File: config.mk
export PLATFORM = sky130hd
export DESIGN_NAME = if_prefetch_unit
export DESIGN_NICKNAME = d
export VERILOG_FILES = /design/src/rtl/if_pkg.sv /design/src/rtl/if_fetch_fifo.sv /design/src/rtl/if_prefetch_unit.sv
export SDC_FILE = /design/constraint.sdc
export NUM_CORES = 1
export LEC_CHECK = 0
export ABC_AREA = 1
export BUFFER_PORTS_ARGS = -buffer_cell sky130_fd_sc_hd__buf_2
export CORE_ASPECT_RATIO = 1.1
export CORE_MARGIN = 5
export CORE_UTILIZATION = 61
export DETAILED_ROUTE_END_ITERATION = 8
export PLACE_DENSITY = 0.84
export SKIP_CTS_REPAIR_TIMING = 1
export SLEW_MARGIN = 20
export SYNTH_ARGS = -nofsm -noshare
export SYNTH_HDL_FRONTEND = slang
export SYNTH_SLANG_ARGS = --single-unit
File: constraint.sdc
create_clock -name clk -period 12.4 [get_ports clk]
set_input_delay 1.24 -clock clk [delete_from_list [all_inputs] [get_ports clk]]
set_output_delay 1.24 -clock clk [all_outputs]
set_load 0.02 [all_outputs]
File: src/rtl/if_pkg.sv
// Shared types and constants for the instruction-fetch stage.
package if_pkg;

    localparam int PKG_XLEN = 32;

    // addi x0,x0,0 presented to ID whenever nothing is buffered
    localparam logic [31:0] NOP_INST = 32'h0000_0013;

    // Sequential fetch stride in bytes
    localparam logic [31:0] PC_STEP = 32'd4;

    typedef struct packed {
        logic [PKG_XLEN-1:0] pc;
        logic [PKG_XLEN-1:0] inst;
    } fetch_entry_t;

endpackage

File: src/rtl/if_fetch_fifo.sv
// Circular prefetch queue of {pc, inst} entries with push, pop, flush and occupancy count.
module if_fetch_fifo
    import if_pkg::*;
#(
    parameter type entry_t = fetch_entry_t,
    parameter int  DEPTH   = 4,
    localparam int AW      = $clog2(DEPTH)
) (
    input  logic          clk,
    input  logic          reset,
    input  logic          push,
    input  logic          pop,
    input  logic          flush,
    input  entry_t        wr_data,
    output entry_t        rd_data,
    output logic [AW:0]   count,
    output logic          empty
);

    entry_t          mem [DEPTH];
    logic [AW-1:0]   rd_ptr;
    logic [AW-1:0]   wr_ptr;
    logic            full;
    logic            do_push;
    logic            do_pop;

    assign empty   = (count == '0);
    assign full    = (count == (AW+1)'(DEPTH));
    assign do_push = push && !flush && !full;
    assign do_pop  = pop && !flush && !empty;
    assign rd_data = mem[rd_ptr];

    // Storage array; contents need no reset because count gates visibility
    always_ff @(posedge clk) begin
        if (do_push) begin
            mem[wr_ptr] <= wr_data;
        end
    end

    // Pointer and occupancy bookkeeping; flush empties the queue like reset does
    always_ff @(posedge clk) begin
        if (reset || flush) begin
            rd_ptr <= '0;
            wr_ptr <= '0;
            count  <= '0;
        end else begin
            if (do_push) begin
                wr_ptr <= wr_ptr + AW'(1);
            end
            if (do_pop) begin
                rd_ptr <= rd_ptr + AW'(1);
            end
            case ({do_push, do_pop})
                2'b10:   count <= count + (AW+1)'(1);
                2'b01:   count <= count - (AW+1)'(1);
                default: count <= count;
            endcase
        end
    end

endmodule

File: src/rtl/if_prefetch_unit.sv
// Instruction-fetch stage: issues sequential PCs to a 1-cycle imem and buffers the
// returned {pc, inst} pairs in a prefetch queue drained by ID via valid/ready.
// Optional macro IF_PERF_CNT_EN adds perf_fetch/perf_flush/perf_stall counters.
module if_prefetch_unit #(
    parameter int              XLEN     = 32,
    parameter logic [XLEN-1:0] RESET_PC = '0,
    parameter int              QDEPTH   = 4,
    parameter logic [XLEN-1:0] NOP_INST = XLEN'(if_pkg::NOP_INST)
) (
    input  logic            clk,
    input  logic            reset,
    input  logic            branch_sel,
    input  logic [XLEN-1:0] branch_inp,
    output logic            imem_req,
    output logic [XLEN-1:0] imem_addr,
    input  logic [XLEN-1:0] imem_rdata,
    output logic            if_valid,
    input  logic            id_ready,
    output logic [XLEN-1:0] pc_present,
    output logic [XLEN-1:0] inst
`ifdef IF_PERF_CNT_EN
    ,
    output logic [31:0]     perf_fetch,
    output logic [31:0]     perf_flush,
    output logic [31:0]     perf_stall
`endif
);

    import if_pkg::*;

    localparam int CW = $clog2(QDEPTH) + 1;

    typedef struct packed {
        logic [XLEN-1:0] pc;
        logic [XLEN-1:0] inst;
    } entry_t;

    logic [XLEN-1:0] fpc;
    logic            inflight;
    logic [XLEN-1:0] inflight_pc;
    logic [CW-1:0]   count;
    logic [CW-1:0]   occupancy;
    logic            issue;
    logic            push;
    logic            pop;
    logic            empty;
    entry_t          head;
    entry_t          resp;

    // A request is only issued when a queue slot is guaranteed for its response,
    // so the queue can never overflow.
    assign occupancy = count + CW'(inflight);
    assign issue     = !reset && !branch_sel && (occupancy < CW'(QDEPTH));

    // A redirect kills the response arriving this cycle and blocks ID from popping.
    assign push      = inflight && !branch_sel;
    assign pop       = !empty && id_ready && !branch_sel;
    assign resp      = '{pc: inflight_pc, inst: imem_rdata};

    if_fetch_fifo #(
        .entry_t (entry_t),
        .DEPTH   (QDEPTH)
    ) u_fifo (
        .clk     (clk),
        .reset   (reset),
        .push    (push),
        .pop     (pop),
        .flush   (branch_sel),
        .wr_data (resp),
        .rd_data (head),
        .count   (count),
        .empty   (empty)
    );

    // Fetch PC and single outstanding request tracking; clearing inflight on a redirect is the kill
    always_ff @(posedge clk) begin
        if (reset) begin
            fpc         <= RESET_PC;
            inflight    <= 1'b0;
            inflight_pc <= '0;
        end else if (branch_sel) begin
            fpc         <= branch_inp & ~XLEN'(3);
            inflight    <= 1'b0;
        end else begin
            inflight <= issue;
            if (issue) begin
                inflight_pc <= fpc;
                fpc         <= fpc + XLEN'(PC_STEP);
            end
        end
    end

    // Drive imem and present the queue head, substituting a NOP when empty
    always_comb begin
        imem_req   = issue;
        imem_addr  = fpc;
        if_valid   = !empty;
        pc_present = '0;
        inst       = NOP_INST;
        if (!empty) begin
            pc_present = head.pc;
            inst       = head.inst;
        end
    end

`ifdef IF_PERF_CNT_EN
    // Free-running event counters for entries pushed, redirects and ID back-pressure
    always_ff @(posedge clk) begin
        if (reset) begin
            perf_fetch <= '0;
            perf_flush <= '0;
            perf_stall <= '0;
        end else begin
            if (push) begin
                perf_fetch <= perf_fetch + 32'd1;
            end
            if (branch_sel) begin
                perf_flush <= perf_flush + 32'd1;
            end
            if (!empty && !id_ready) begin
                perf_stall <= perf_stall + 32'd1;
            end
        end
    end
`endif

endmodule

[After elaboration in Yosys (flattened, before gate mapping)]
Memory sizes are Yosys's and may differ from the RTL's. A register that Yosys moved wholly into a read port is not among the register bits.
Cells that the tools add are included.
Storage, ports and cells
  input port bits: 68
  memory bits (writable): 256
  register bits: 72
  memories: 1
Operators by class
  bitwise operators: 1
  add/sub/neg operators: 6
  multiplexer cells: 9
  eq/ne operators: 3
  reduce and logical (&&, ||, !) cells: 19
  order comparisons: 1
Memories
  u_fifo.mem: depth 4, width 64, read ports 1, clocked after memory_dff 1, wr ports 1, RTL line if_fetch_fifo.sv:20  | entry_t mem [DEPTH];
Operators with widths (count)
  $mux W32: 4
  $add A32 B3 Y32 const B: 1
  $logic_and A1 B1 Y1: 9
  $pmux W3 S2: 1
  $add A2 B1 Y2 const B: 2
  $logic_not A1 Y1: 4
  $mux W2: 2
  $reduce_bool A2 Y1: 2
  $add A3 B1 Y3: 1
  $add A3 B1 Y3 const B: 1
  $eq A3 B3 Y1 const B: 1
  $logic_not A3 Y1: 1
  $lt A3 B3 Y1 const B: 1
  $sub A3 B1 Y3 const B: 1
  $eq A2 B1 Y1 const B: 1
  $eq A2 B2 Y1 const B: 1
  $mux W1: 2
  $reduce_and A2 Y1: 1
  $reduce_or A2 Y1: 1
  $logic_or A1 B1 Y1: 1
  $not A1 Y1: 1

[Longest topological paths before layout]
Gate-level depths: netlist of run 1.
  depth in word-level cells: 8
  gate-level depth with buffers: 11
  gate-level depth less buffers: 10

[Cells and area by module]
From an unflattened synthesis of run 1, not the netlist that was laid out.
Second synthesis, totals
  cell total of the unflattened synthesis: 1344
  area total of the unflattened synthesis: 13885.8 µm²
Modules (own cells, without submodules)
  if_fetch_fifo: area each 9993.3 µm², times used 1, cells each 693, sequential area each 7867.5 µm²
  if_prefetch_unit: area each 3892.5 µm², times used 1, cells each 651, sequential area each 1221.2 µm²

[Least setup slack after synthesis of run 1]
OpenSTA, ideal clock, no wires.
  path type: input port to flip-flop
  start: input port branch_sel
  end: memory u_fifo.mem[0][0] (netlist bit), enable pin
  setup time: 0.482 ns
  data arrival time: 4.286 ns
  slack: 7.631 ns
  stages: 4
  path through: inv_1 -> buf_2 -> nand3_1 -> nor2_1
Between the ends
  longest elaborated chain between the ends: 6
RTL lines
  start: declaration: RTL line if_prefetch_unit.sv:12  | input logic branch_sel,
  $logic_not A1 Y1 (*): RTL line if_fetch_fifo.sv:29, if_prefetch_unit.sv:56
  $logic_and A1 B1 Y1: RTL line if_prefetch_unit.sv:56  | assign push = inflight && !branch_sel;
  $logic_and A1 B1 Y1 (*) (2 in a row): RTL line if_fetch_fifo.sv:29  | assign do_push = push && !flush && !full;
  $mux W1 (*): RTL line if_fetch_fifo.sv:35  | if (do_push) begin
  $mux W1 (implied by the code) (*): RTL line if_fetch_fifo.sv:36  | mem[wr_ptr] <= wr_data;
  end: declaration: RTL line if_fetch_fifo.sv:20
Mark *: on every way between the ends. The rest lies on a longest branch, timed or not.

[Worst setup path in the final report of run 1]
  start: input port branch_sel
  end: memory u_fifo.mem[3][2] (netlist bit), enable pin
The elaborated chain is that of the path after synthesis.

==> impl_metrics.xml, run 1 <==
<?xml version="1.0" encoding="UTF-8"?>
<metrics>
  <group name="power_and_ir_drop">
    <metric name="design_power_total" unit="mW">2.21</metric>
    <metric name="power.switching_fraction" unit="%">20.8</metric>
    <metric name="seqPwrFrac" unit="%">53.6</metric>
    <metric name="clockPowerShare" unit="%">41.4</metric>
    <metric name="vdd_drop_max" unit="V">0.000110</metric>
    <metric name="pwr_density_cell" unit="nW/um^2">146</metric>
    <metric name="total_switching_power" unit="mW">0.460</metric>
    <metric name="combPwrFrac" unit="%">5.0</metric>
    <metric name="static-leakage-power" unit="nW">5.79</metric>
    <metric name="cell_internal_pwr" unit="mW">1.75</metric>
  </group>
  <group name="yosys">
    <metric name="syn_area_per_cell" unit="um^2">10.2</metric>
    <metric name="synth_compound_gate_area_share" unit="%">10.7</metric>
    <metric name="post_synth_mux_area_share" unit="%">0</metric>
    <metric name="synth_top_family_by_area" unit="">simple AND/OR/NAND/NOR gates</metric>
    <metric name="synth-simple-area-share" unit="%">16.6</metric>
    <metric name="synth-adder-area-share" unit="%">0.719</metric>
    <metric name="synth.lib_cells_used.distinct" unit="">31</metric>
    <metric name="syn_inst" unit="">1301</metric>
    <metric name="synth_sequential_area_ratio" unit="%">66.9</metric>
    <metric name="postSynthRegisterBits" unit="">318</metric>
    <metric name="synth-xor-area-share" unit="%">0.530</metric>
    <metric name="ys_warn_count" unit="">0</metric>
    <metric name="mappedNetlistArea" unit="um^2">13200</metric>
  </group>
  <group name="die">
    <metric name="std_cell_rows" unit="">56</metric>
    <metric name="die_w" unit="um">150</metric>
    <metric name="num_io_pins" unit="">166</metric>
    <metric name="start_util" unit="%">61.9</metric>
    <metric name="design.core.area" unit="um^2">21400</metric>
    <metric name="die_area" unit="um^2">24700</metric>
    <metric name="die_y" unit="um">164</metric>
  </group>
  <group name="route">
    <metric name="drt_first_iter_violations" unit="">652</metric>
    <metric name="remaining_drc_errors" unit="">0</metric>
    <metric name="route.detailed.wl_per_inst" unit="um">16.5</metric>
    <metric name="antenna_left" unit="">0</metric>
    <metric name="detail_route.first_pass.iterations" unit="">5</metric>
    <metric name="drt-vias-per-instance" unit="">5.44</metric>
    <metric name="dr_total_vias" unit="">9490</metric>
    <metric name="route.final.wire_length" unit="um">28700</metric>
  </group>
  <group name="job">
    <metric name="maxcap_violations" unit="">0</metric>
  </group>
  <group name="critical_path">
    <metric name="critical_path.reg2reg.startpoint" unit="">u_fifo.count[1]</metric>
    <metric name="timing.critical_path.from_type" unit="">input port</metric>
    <metric name="endpoint_kind" unit="">flop</metric>
    <metric name="critical_path.startpoint" unit="">branch_sel</metric>
    <metric name="worstReg2RegEnd" unit="">u_fifo.mem[3][2]</metric>
    <metric name="r2r_cells" unit="">5</metric>
    <metric name="critPathRequiredTime" unit="ns">12.58</metric>
    <metric name="crit_fanout" unit="">35</metric>
    <metric name="worst_ep_arrival_time" unit="ns">4.26</metric>
    <metric name="setup.reg_to_reg.worst_slack" unit="ns">9.42</metric>
    <metric name="critPathKind" unit="">input port to flop</metric>
  </group>
  <group name="sta">
    <metric name="transition_time_of_the_tightest_slew_check_pin" unit="ns">1.04</metric>
    <metric name="min_period_over_period" unit="%">33.0</metric>
    <metric name="min_period" unit="ns">4.09</metric>
    <metric name="slew-limit-headroom" unit="%">30.2</metric>
    <metric name="finalSetupViolations" unit="">0</metric>
    <metric name="setup-tns-final" unit="ns">0</metric>
    <metric name="fin_hold_ws" unit="ns">0.469</metric>
    <metric name="final_hold_violations" unit="">0</metric>
    <metric name="rsz_0062_raised_after_global_routing" unit="">false</metric>
    <metric name="timing.fmax" unit="MHz">245</metric>
    <metric name="clock_skew" unit="ns">0.0148</metric>
    <metric name="drv_slew" unit="">0</metric>
  </group>
  <group name="final_layout">
    <metric name="layout.nets" unit="">1507</metric>
    <metric name="area_delta_synth_final" unit="%">14.9</metric>
    <metric name="final.fill_count" unit="">1453</metric>
    <metric name="layout-drive-gt1-share" unit="%">16.4</metric>
    <metric name="layoutNonFillerInstCount" unit="">1745</metric>
    <metric name="antenna_cells_inserted" unit="">0</metric>
  </group>
  <group name="clocking">
    <metric name="cts.clk_slew.worst_paths" unit="ns">0.06</metric>
    <metric name="cts.sink_count" unit="">318</metric>
    <metric name="cts_max_path_buffers" unit="">3</metric>
    <metric name="clk_root_buffer_cell" unit="">sky130_fd_sc_hd__clkbuf_16</metric>
    <metric name="numCtsBuffers" unit="">29</metric>
    <metric name="clock_latency_at_the_later_pin_of_the_worst_skew_pair" unit="ns">0.55</metric>
    <metric name="tritoncts" unit="">yes</metric>
    <metric name="htree_levels" unit="">1</metric>
  </group>
  <group name="placement">
    <metric name="hpwlAfterDp" unit="um">16700</metric>
    <metric name="io_buffers" unit="">159</metric>
    <metric name="gp_congestion" unit="">0.902</metric>
    <metric name="dp_cells" unit="">1691</metric>
  </group>
  <group name="global_routing">
    <metric name="antenna_found_initial" unit="">0</metric>
    <metric name="grt_overflow" unit="">0</metric>
    <metric name="vias_in_the_first_global_route" unit="">9164</metric>
    <metric name="groute.usage.overall" unit="%">22.8</metric>
    <metric name="grt_pass1_wl" unit="um">44900</metric>
    <metric name="pin_count_of_the_biggest_net_entering_global_routing" unit="">111</metric>
  </group>
  <group name="outcome">
    <metric name="status" unit="">completed</metric>
  </group>
  <group name="min_path">
    <metric name="min_delay_path_depth" unit="">2</metric>
    <metric name="min-delay-path-class" unit="">flop to flop</metric>
    <metric name="startpoint_of_the_worst_hold_path" unit="">u_fifo.rd_ptr[1]</metric>
  </group>
</metrics>
worst max-delay path by stage:
stage,endpoint,cells after the start
2_1_floorplan,u_fifo.mem[0][0],4
3_3_place_gp,u_fifo.mem[3][26],5
3_5_place_dp,u_fifo.mem[3][26],5
4_1_cts,inst[1],5
5_1_grt,inst[1],5
6_report,u_fifo.mem[3][2],5
power groups by stage:
stage | clock network (mW) | logic, mW | registers, mW
after global placement | 0 | 0.107 | 1.21
after global routing | 0.973 | 0.123 | 1.19
after CTS | 0.925 | 0.110 | 1.18
after detailed placement | 0 | 0.109 | 1.21
after floorplan | 0 | 0.0629 | 1.21
final | 0.916 | 0.110 | 1.19
state kept, by name (all words and copies together) (netlist names), named ones only:
name	count
u_fifo.wr_ptr	2
inflight	1
u_fifo.count	3
u_fifo.rd_ptr	2
imem_addr	30
inflight_pc	30
u_fifo.mem	248
critical path: stages:
cell and delay [ns]:
sky130_fd_sc_hd__buf_2 0.28, sky130_fd_sc_hd__inv_1 0.63, sky130_fd_sc_hd__nand3_1 0.56, sky130_fd_sc_hd__nor2_4 0.91
sky130_fd_sc_hd__buf_4 0.62
routing by layer:
layer | wire (um) | GRT usage (%) | vias to the layer above
li1 | - | - | 4677
met1 | 11700 | 29.9 | 4372
met2 | 13800 | 39.1 | 399
met3 | 2710 | 3.51 | 42
met4 | 578 | 7.90 | 0
met5 | 0 | 0 | -
synth_stat cells (all sizes together):
master,count,area (um^2)
a211oi,1,7.51
a21oi,115,576
a22oi,2,15.0
a31oi,2,12.5
and2,2,12.5
buf,33,185
clkbuf,40,150
conb,1,3.75
dfxtp,70,1400
edfxtp,248,7450
fa,1,20.0
ha,6,75.1
inv,68,255
nand2,180,681
nand3,57,290
nand4,1,6.26
nor2,309,1200
nor3,1,10.0
o21ai,148,741
o21bai,5,37.5
o311ai,3,26.3
xnor2,4,35.0
xor2,4,35.0
cell type report:
cell class / count / area (um^2) / area share, %
Timing Repair Buffer: 170 / 882 / 5.81
Inverter: 68 / 255 / 1.68
Clock buffer: 47 / 887 / 5.84
Clock inverter: 7 / 119 / 0.783
Tap cell: 290 / 363 / 2.39
Multi-Input combinational cell: 845 / 3830 / 25.2
Sequential cell: 318 / 8850 / 58.3
logic make-up after synthesis:
family,count (synthesis)
compound gates,276
simple gates,550
buf+inv,141
other cells,1
flops,318
xor+xnor,8
fa+ha+maj,7
placed cells by master (no fill, tap or decap), types with 2 or more instances in the layout:
cell type,netlist,routed
sky130_fd_sc_hd__a22oi_1,2,2
sky130_fd_sc_hd__and2_1,2,2
sky130_fd_sc_hd__edfxtp_1,248,248
sky130_fd_sc_hd__buf_4,7,10
sky130_fd_sc_hd__nand3_1,56,56
sky130_fd_sc_hd__nor2_2,6,6
sky130_fd_sc_hd__nor2_1,300,296
sky130_fd_sc_hd__bufinv_16,0,3
sky130_fd_sc_hd__clkbuf_1,40,8
sky130_fd_sc_hd__clkbuf_8,0,7
sky130_fd_sc_hd__dfxtp_1,70,68
sky130_fd_sc_hd__clkbuf_16,0,30
sky130_fd_sc_hd__a31oi_1,2,2
sky130_fd_sc_hd__nand2_2,2,2
sky130_fd_sc_hd__o21ai_0,148,148
sky130_fd_sc_hd__o311ai_0,3,3
sky130_fd_sc_hd__buf_2,22,159
sky130_fd_sc_hd__nor2_4,3,7
sky130_fd_sc_hd__inv_2,3,3
sky130_fd_sc_hd__clkbuf_2,0,2
sky130_fd_sc_hd__inv_1,65,65
sky130_fd_sc_hd__xnor2_1,4,4
sky130_fd_sc_hd__xor2_1,4,4
sky130_fd_sc_hd__clkinvlp_4,0,2
sky130_fd_sc_hd__conb_1,1,4
sky130_fd_sc_hd__a21oi_1,115,115
sky130_fd_sc_hd__o21bai_1,5,5
sky130_fd_sc_hd__nand2_1,178,178
sky130_fd_sc_hd__ha_1,6,6
metrics by stage:
stage	util, %	cell area (um^2)	worst slack (ns)
floorplan	-	13200	7.63
global placement	66.3	14200	7.82
detailed placement	66.3	14200	7.77
CTS	71.1	15200	8.26
global route	71.1	15200	8.04
finish	71.1	15200	8.31
Note: power is estimated with default switching activity, not from simulation.
==> inputs of run 2 (changes only) <==
ABC_AREA = 0   (was 1)
CORE_UTILIZATION = 57   (was 61)
PLACE_DENSITY = 0.8   (was 0.84)
clock period = 4.2 ns   (was 12.4 ns; I/O delays follow)
==> impl_metrics.xml, run 2 <==
<?xml version="1.0" encoding="UTF-8"?>
<metrics>
  <group name="global_routing">
    <metric name="antenna_found_initial" unit="">0</metric>
    <metric name="pin_count_of_the_biggest_net_entering_global_routing" unit="">65</metric>
    <metric name="vias_in_the_first_global_route" unit="">7368</metric>
    <metric name="grt_overflow" unit="">0</metric>
    <metric name="groute.usage.overall" unit="%">19.3</metric>
    <metric name="grt_pass1_wl" unit="um">39900</metric>
  </group>
  <group name="critical_path">
    <metric name="cp_top_family" unit="">flip-flops</metric>
    <metric name="worstPathBufferInverterCount" unit="">2</metric>
    <metric name="critPathKind" unit="">flop to output pin</metric>
    <metric name="critPathRequiredTime" unit="ns">3.78</metric>
    <metric name="path_cells" unit="">buf_12 -&gt; mux4_2 -&gt; nor2b_1 -&gt; buf_2</metric>
    <metric name="timing.critical_path.from_type" unit="">flop</metric>
    <metric name="crit_fanout" unit="">40</metric>
    <metric name="max_stage_delay" unit="ns">0.91</metric>
    <metric name="worst_ep_arrival_time" unit="ns">2.66</metric>
    <metric name="crit_path_top_delay_cell" unit="">sky130_fd_sc_hd__dfxtp_4</metric>
    <metric name="endpoint_kind" unit="">output pin</metric>
  </group>
  <group name="die">
    <metric name="die_y" unit="um">166</metric>
    <metric name="start_util" unit="%">57.6</metric>
    <metric name="die_area" unit="um^2">25300</metric>
    <metric name="std_cell_rows" unit="">57</metric>
    <metric name="num_io_pins" unit="">166</metric>
    <metric name="die_w" unit="um">152</metric>
    <metric name="design.core.area" unit="um^2">22000</metric>
  </group>
  <group name="final_layout">
    <metric name="antenna_cells_inserted" unit="">0</metric>
    <metric name="layout.nets" unit="">1030</metric>
    <metric name="layout.cells.most_common_list" unit="">sky130_fd_sc_hd__edfxtp_1 (248), sky130_fd_sc_hd__buf_2 (159), sky130_fd_sc_hd__nand2_1 (86), sky130_fd_sc_hd__dfxtp_1 (68), sky130_fd_sc_hd__mux4_2 (62)</metric>
    <metric name="area_delta_synth_final" unit="%">15.7</metric>
    <metric name="final_common_cell" unit="">sky130_fd_sc_hd__edfxtp_1</metric>
    <metric name="largest_reg_flops" unit="">248</metric>
    <metric name="regMostFlops" unit="">u_fifo.mem</metric>
    <metric name="final.fill_count" unit="">1563</metric>
    <metric name="layout-drive-gt1-share" unit="%">29.7</metric>
  </group>
  <group name="route">
    <metric name="remaining_drc_errors" unit="">0</metric>
    <metric name="dr_total_vias" unit="">7195</metric>
    <metric name="antenna_left" unit="">0</metric>
    <metric name="route.detailed.wl_per_inst" unit="um">19.2</metric>
    <metric name="detail_route.first_pass.iterations" unit="">5</metric>
    <metric name="drt_first_iter_violations" unit="">378</metric>
    <metric name="drt-vias-per-instance" unit="">5.65</metric>
    <metric name="route.final.wire_length" unit="um">24400</metric>
  </group>
  <group name="sta">
    <metric name="drv_slew" unit="">0</metric>
    <metric name="finalSetupViolations" unit="">0</metric>
    <metric name="setup-tns-final" unit="ns">0</metric>
    <metric name="transition_time_of_the_tightest_slew_check_pin" unit="ns">0.952</metric>
    <metric name="min_period" unit="ns">3.08</metric>
    <metric name="final_hold_violations" unit="">0</metric>
    <metric name="timing.fmax" unit="MHz">325</metric>
    <metric name="rsz_0062_raised_after_global_routing" unit="">false</metric>
    <metric name="slew-limit-headroom" unit="%">36.6</metric>
    <metric name="min_period_over_period" unit="%">73.3</metric>
    <metric name="clock_skew" unit="ns">0.0117</metric>
  </group>
  <group name="power_and_ir_drop">
    <metric name="pwr_density_cell" unit="nW/um^2">433</metric>
    <metric name="vdd_drop_max" unit="V">0.000351</metric>
    <metric name="design_power_total" unit="mW">6.34</metric>
    <metric name="static-leakage-power" unit="nW">5.18</metric>
  </group>
  <group name="clocking">
    <metric name="htree_levels" unit="">1</metric>
    <metric name="clock_latency_at_the_later_pin_of_the_worst_skew_pair" unit="ns">0.53</metric>
    <metric name="clk_root_buffer_cell" unit="">sky130_fd_sc_hd__clkbuf_16</metric>
    <metric name="cts.clk_slew.worst_paths" unit="ns">0.06</metric>
    <metric name="cts_max_path_buffers" unit="">3</metric>
    <metric name="numCtsBuffers" unit="">30</metric>
    <metric name="cts.sink_count" unit="">318</metric>
    <metric name="tritoncts" unit="">yes</metric>
  </group>
  <group name="yosys">
    <metric name="ys.flop_type" unit="">sky130_fd_sc_hd__edfxtp_1</metric>
    <metric name="async_set_or_reset_register_ratio_after_synthesis" unit="%">0</metric>
    <metric name="synth.top_cells.by_area" unit="">sky130_fd_sc_hd__edfxtp_1 (59%), sky130_fd_sc_hd__dfxtp_1 (11%), sky130_fd_sc_hd__mux4_2 (11%)</metric>
    <metric name="netlist.area_leader.share" unit="%">58.9</metric>
    <metric name="mappedNetlistArea" unit="um^2">12600</metric>
    <metric name="postSynthRegisterBits" unit="">318</metric>
    <metric name="synth.lib_cells_used.distinct" unit="">54</metric>
    <metric name="synthTopCellsByCount" unit="">sky130_fd_sc_hd__edfxtp_1 (248), sky130_fd_sc_hd__nand2_1 (86), sky130_fd_sc_hd__dfxtp_1 (70)</metric>
    <metric name="syn_inst" unit="">805</metric>
    <metric name="synth_top_area_cell" unit="">sky130_fd_sc_hd__edfxtp_1</metric>
    <metric name="syn_area_per_cell" unit="um^2">15.7</metric>
    <metric name="synth_edf_count" unit="">248</metric>
    <metric name="synth_sequential_area_ratio" unit="%">70.0</metric>
    <metric name="ys_warn_count" unit="">0</metric>
    <metric name="post-synth-top-count-cell" unit="">sky130_fd_sc_hd__edfxtp_1</metric>
  </group>
  <group name="placement">
    <metric name="io_buffers" unit="">159</metric>
    <metric name="gp_congestion" unit="">0.842</metric>
    <metric name="hpwlAfterDp" unit="um">14600</metric>
  </group>
  <group name="min_path">
    <metric name="min-delay-path-class" unit="">input port to flop</metric>
  </group>
  <group name="job">
    <metric name="maxcap_violations" unit="">0</metric>
  </group>
  <group name="outcome">
    <metric name="status" unit="">completed</metric>
  </group>
</metrics>
-- run 2: worst register-to-register path, stage by stage (launching register included) --
cell                      delay (ns)
sky130_fd_sc_hd__dfxtp_1        0.49
sky130_fd_sc_hd__nor3_2         0.08
sky130_fd_sc_hd__nor3b_1        0.41
sky130_fd_sc_hd__ha_1           0.27
sky130_fd_sc_hd__inv_1          0.07
sky130_fd_sc_hd__fa_1           0.38
sky130_fd_sc_hd__xor2_1         0.16
sky130_fd_sc_hd__or3_1          0.31
sky130_fd_sc_hd__a21oi_1        0.15
-- run 2: through the flow --
stage / util (%) / setup slack, ns / hold slack [ns] / cells / instance area [um^2]
floorplan: - / 1.49 / 0.460 / 808 / 12700
global placement: 62.2 / 1.60 / 0.476 / 1218 / 13700
detailed placement: 62.2 / 1.58 / 0.491 / 1218 / 13700
CTS: 66.6 / 1.01 / 0.0757 / 1273 / 14600
global route: 66.6 / 0.877 / 0.0779 / 1273 / 14600
finish: 66.6 / 1.12 / 0.0996 / 1273 / 14600
-- run 2: logic make-up (layout without fill, tap and decap cells) --
| family | after synthesis | count (layout) | share of synthesized area (%) |
|---|---|---|---|
| compound gates | 86 | 86 | 4.10 |
| xor+xnor | 19 | 19 | 1.32 |
| other cells | 1 | 4 | 0.0297 |
| buf+inv | 64 | 234 | 2.34 |
| mux | 66 | 66 | 11.4 |
| fa+ha+maj | 7 | 7 | 0.752 |
| simple gates | 244 | 244 | 10.1 |
| flops | 318 | 318 | 70.0 |
-- run 2: metal layers --
metal	wire [um]	track usage, %	vias up
met5	0	0	-
met4	373	3.99	0
met3	1550	3.18	31
met2	12000	32.2	268
met1	10400	27.4	3545
li1	-	-	3351
-- run 2: power by group --
part	internal (mW)	total [mW]	switching, mW
clock network	1.55	2.62	1.07
logic	0.0926	0.246	0.154
registers	3.43	3.47	0.0485
-- run 2: worst paths after layout --
path | start | to | slack (ns) | cells after the start
worst max-delay path | flop | inst[19] | 1.12 | 4
worst max register to register | u_fifo.count[2] | u_fifo.count[2] | 1.84 | 8
worst min register to register | inflight_pc[25] | inflight_pc[25] | 0.50 | 2
worst min-delay path | imem_rdata[28] | u_fifo.mem[1][28] | 0.1 | 1
-- run 2: area by class of cell --
| class | count | area [um^2] | area share (%) |
|---|---|---|---|
| flip-flops and latches | 318 | 8850 | 60.5 |
| multi-input cells | 426 | 3540 | 24.2 |
| repair buffers | 164 | 858 | 5.87 |
| clock buffers | 43 | 831 | 5.68 |
| well taps | 295 | 369 | 2.52 |
| clock inverters | 12 | 130 | 0.889 |
| inverters | 15 | 56.3 | 0.385 |
==> inputs of run 3 (changes only) <==
CORE_UTILIZATION = 52   (was 57)
PLACE_DENSITY = 0.77   (was 0.8)
clock period = 2.8 ns   (was 4.2 ns; I/O delays follow)
==> impl_metrics.xml, run 3 (synthesized netlist as in run 2, its figures left out) <==
<?xml version="1.0" encoding="UTF-8"?>
<metrics>
  <group name="final_layout">
    <metric name="final.fill_count" unit="">1733</metric>
    <metric name="layout.cells.most_common_list" unit="">sky130_fd_sc_hd__edfxtp_1 (248), sky130_fd_sc_hd__buf_2 (159), sky130_fd_sc_hd__nand2_1 (86), sky130_fd_sc_hd__dfxtp_1 (68), sky130_fd_sc_hd__mux4_2 (62)</metric>
    <metric name="largest_reg_flops" unit="">248</metric>
    <metric name="sequential_cell_area" unit="um^2">8860</metric>
    <metric name="layout-drive-gt1-share" unit="%">30.9</metric>
    <metric name="final_core_utilization" unit="%">64.2</metric>
    <metric name="regMostFlops" unit="">u_fifo.mem</metric>
    <metric name="multi_input_comb_area" unit="um^2">3540</metric>
    <metric name="antenna_cells_inserted" unit="">0</metric>
    <metric name="area_delta_synth_final" unit="%">21.0</metric>
    <metric name="layout.nets" unit="">1081</metric>
    <metric name="final_common_cell" unit="">sky130_fd_sc_hd__edfxtp_1</metric>
  </group>
  <group name="critical_path">
    <metric name="timing.critical_path.from_type" unit="">flop</metric>
    <metric name="worstPathBufferInverterCount" unit="">2</metric>
    <metric name="endpoint_kind" unit="">output pin</metric>
    <metric name="critPathRequiredTime" unit="ns">2.52</metric>
    <metric name="crit_fanout" unit="">19</metric>
    <metric name="cp_top_family" unit="">flip-flops</metric>
    <metric name="worst_ep_arrival_time" unit="ns">2.37</metric>
    <metric name="crit_path_top_delay_cell" unit="">sky130_fd_sc_hd__dfxtp_4</metric>
    <metric name="critPathKind" unit="">flop to output pin</metric>
    <metric name="max_stage_delay" unit="ns">0.59</metric>
    <metric name="path_cells" unit="">buf_12 -&gt; mux4_2 -&gt; or2_2 -&gt; buf_2</metric>
    <metric name="setup.reg_to_reg.worst_slack" unit="ns">0.44</metric>
  </group>
  <group name="global_routing">
    <metric name="pin_count_of_the_biggest_net_entering_global_routing" unit="">66</metric>
    <metric name="grt_overflow" unit="">0</metric>
    <metric name="vias_in_the_first_global_route" unit="">7410</metric>
    <metric name="antenna_found_initial" unit="">0</metric>
    <metric name="groute.usage.overall" unit="%">17.9</metric>
    <metric name="grt_pass1_wl" unit="um">39300</metric>
  </group>
  <group name="outcome">
    <metric name="failed_checks" unit="">negative hold slack</metric>
    <metric name="status" unit="">finished with violations</metric>
  </group>
  <group name="sta">
    <metric name="fin_ws" unit="ns">0.148</metric>
    <metric name="finalSetupViolations" unit="">0</metric>
    <metric name="fin_hold_ws" unit="ns">-0.00125</metric>
    <metric name="final_hold_violations" unit="">1</metric>
    <metric name="rsz_0062_raised_after_global_routing" unit="">false</metric>
    <metric name="min_period" unit="ns">2.65</metric>
    <metric name="min_period_over_period" unit="%">94.7</metric>
    <metric name="transition_time_of_the_tightest_slew_check_pin" unit="ns">0.724</metric>
    <metric name="clock_skew" unit="ns">0.0139</metric>
    <metric name="slew-limit-headroom" unit="%">51.8</metric>
    <metric name="drv_slew" unit="">0</metric>
    <metric name="timing.fmax" unit="MHz">377</metric>
    <metric name="setup-tns-final" unit="ns">0</metric>
  </group>
  <group name="placement">
    <metric name="io_buffers" unit="">159</metric>
    <metric name="hpwlAfterDp" unit="um">15900</metric>
    <metric name="gp_congestion" unit="">0.802</metric>
    <metric name="place_ws" unit="ns">0.457</metric>
  </group>
  <group name="min_path">
    <metric name="min-delay-path-class" unit="">input port to flop</metric>
  </group>
  <group name="clocking">
    <metric name="cts.sink_count" unit="">318</metric>
    <metric name="htree_levels" unit="">1</metric>
    <metric name="cts.clk_slew.worst_paths" unit="ns">0.06</metric>
    <metric name="clock_latency_at_the_later_pin_of_the_worst_skew_pair" unit="ns">0.54</metric>
    <metric name="clk_root_buffer_cell" unit="">sky130_fd_sc_hd__clkbuf_16</metric>
    <metric name="numCtsBuffers" unit="">30</metric>
    <metric name="cts_max_path_buffers" unit="">3</metric>
    <metric name="tritoncts" unit="">yes</metric>
  </group>
  <group name="die">
    <metric name="design.core.area" unit="um^2">23800</metric>
    <metric name="die_w" unit="um">159</metric>
    <metric name="num_io_pins" unit="">166</metric>
    <metric name="std_cell_rows" unit="">59</metric>
    <metric name="die_y" unit="um">174</metric>
    <metric name="die_area" unit="um^2">27500</metric>
    <metric name="start_util" unit="%">53.0</metric>
  </group>
  <group name="route">
    <metric name="antenna_left" unit="">0</metric>
    <metric name="drt-vias-per-instance" unit="">5.54</metric>
    <metric name="detail_route.first_pass.iterations" unit="">5</metric>
    <metric name="dr_total_vias" unit="">7391</metric>
    <metric name="remaining_drc_errors" unit="">0</metric>
    <metric name="route.detailed.wl_per_inst" unit="um">18.9</metric>
    <metric name="drt_first_iter_violations" unit="">502</metric>
    <metric name="route.final.wire_length" unit="um">25200</metric>
  </group>
  <group name="power_and_ir_drop">
    <metric name="vdd_drop_max" unit="V">0.000440</metric>
    <metric name="pwr_density_cell" unit="nW/um^2">638</metric>
    <metric name="design_power_total" unit="mW">9.76</metric>
    <metric name="static-leakage-power" unit="nW">5.49</metric>
  </group>
  <group name="job">
    <metric name="maxcap_violations" unit="">0</metric>
  </group>
</metrics>
==> run 3: per-layer routing <==
metal  share of wire, %  up-vias  GRT usage (%)
met5                  0        -              0
met1                 43     3621           26.2
li1                   -     3454              -
met4                2.1        0           4.76
met2                 47      283           28.3
met3                7.6       33           2.82
==> run 3: final timing paths <==
| kind | from | to | depth (start not counted) |
|---|---|---|---|
| worst max register to register | u_fifo.count[2] | u_fifo.count[2] | 8 |
| worst min-delay path | branch_inp[19] | imem_addr[19] | 3 |
| worst min register to register | inflight_pc[29] | inflight_pc[29] | 2 |
| worst max-delay path | flop | inst[1] | 4 |
==> run 3: worst min-delay path: cells and delay by family <==
family | cells | cell delay, ns
compound gates | 1 | 0.10
simple gates | 1 | 0.04
buf+inv | 1 | 0.07
==> run 3: cell type report <==
class | instances | share of cell area, %
Sequential cell | 318 | 57.9
Timing Repair Buffer | 215 | 9.24
Tap cell | 305 | 2.49
Clock inverter | 12 | 0.605
Clock buffer | 44 | 6.28
Multi-Input combinational cell | 426 | 23.1
Inverter | 15 | 0.368
==> run 3: power breakdown <==
group | total, mW | switching (mW) | leakage, nW | internal (mW)
clock network | 4.14 | 1.66 | 0.529 | 2.48
registers | 5.21 | 0.0727 | 3.00 | 5.14
logic | 0.419 | 0.241 | 1.95 | 0.178
==> run 3: through the flow <==
stage / std cells / hold slack, ns / cell area, um^2
3_5_place_dp: 1245 / 0.490 / 13900
3_3_place_gp: 1245 / 0.475 / 13900
5_1_grt: 1335 / 0.00267 / 15300
6_report: 1335 / -0.00125 / 15300
2_1_floorplan: 808 / 0.379 / 12700
4_1_cts: 1301 / -0.0721 / 15000
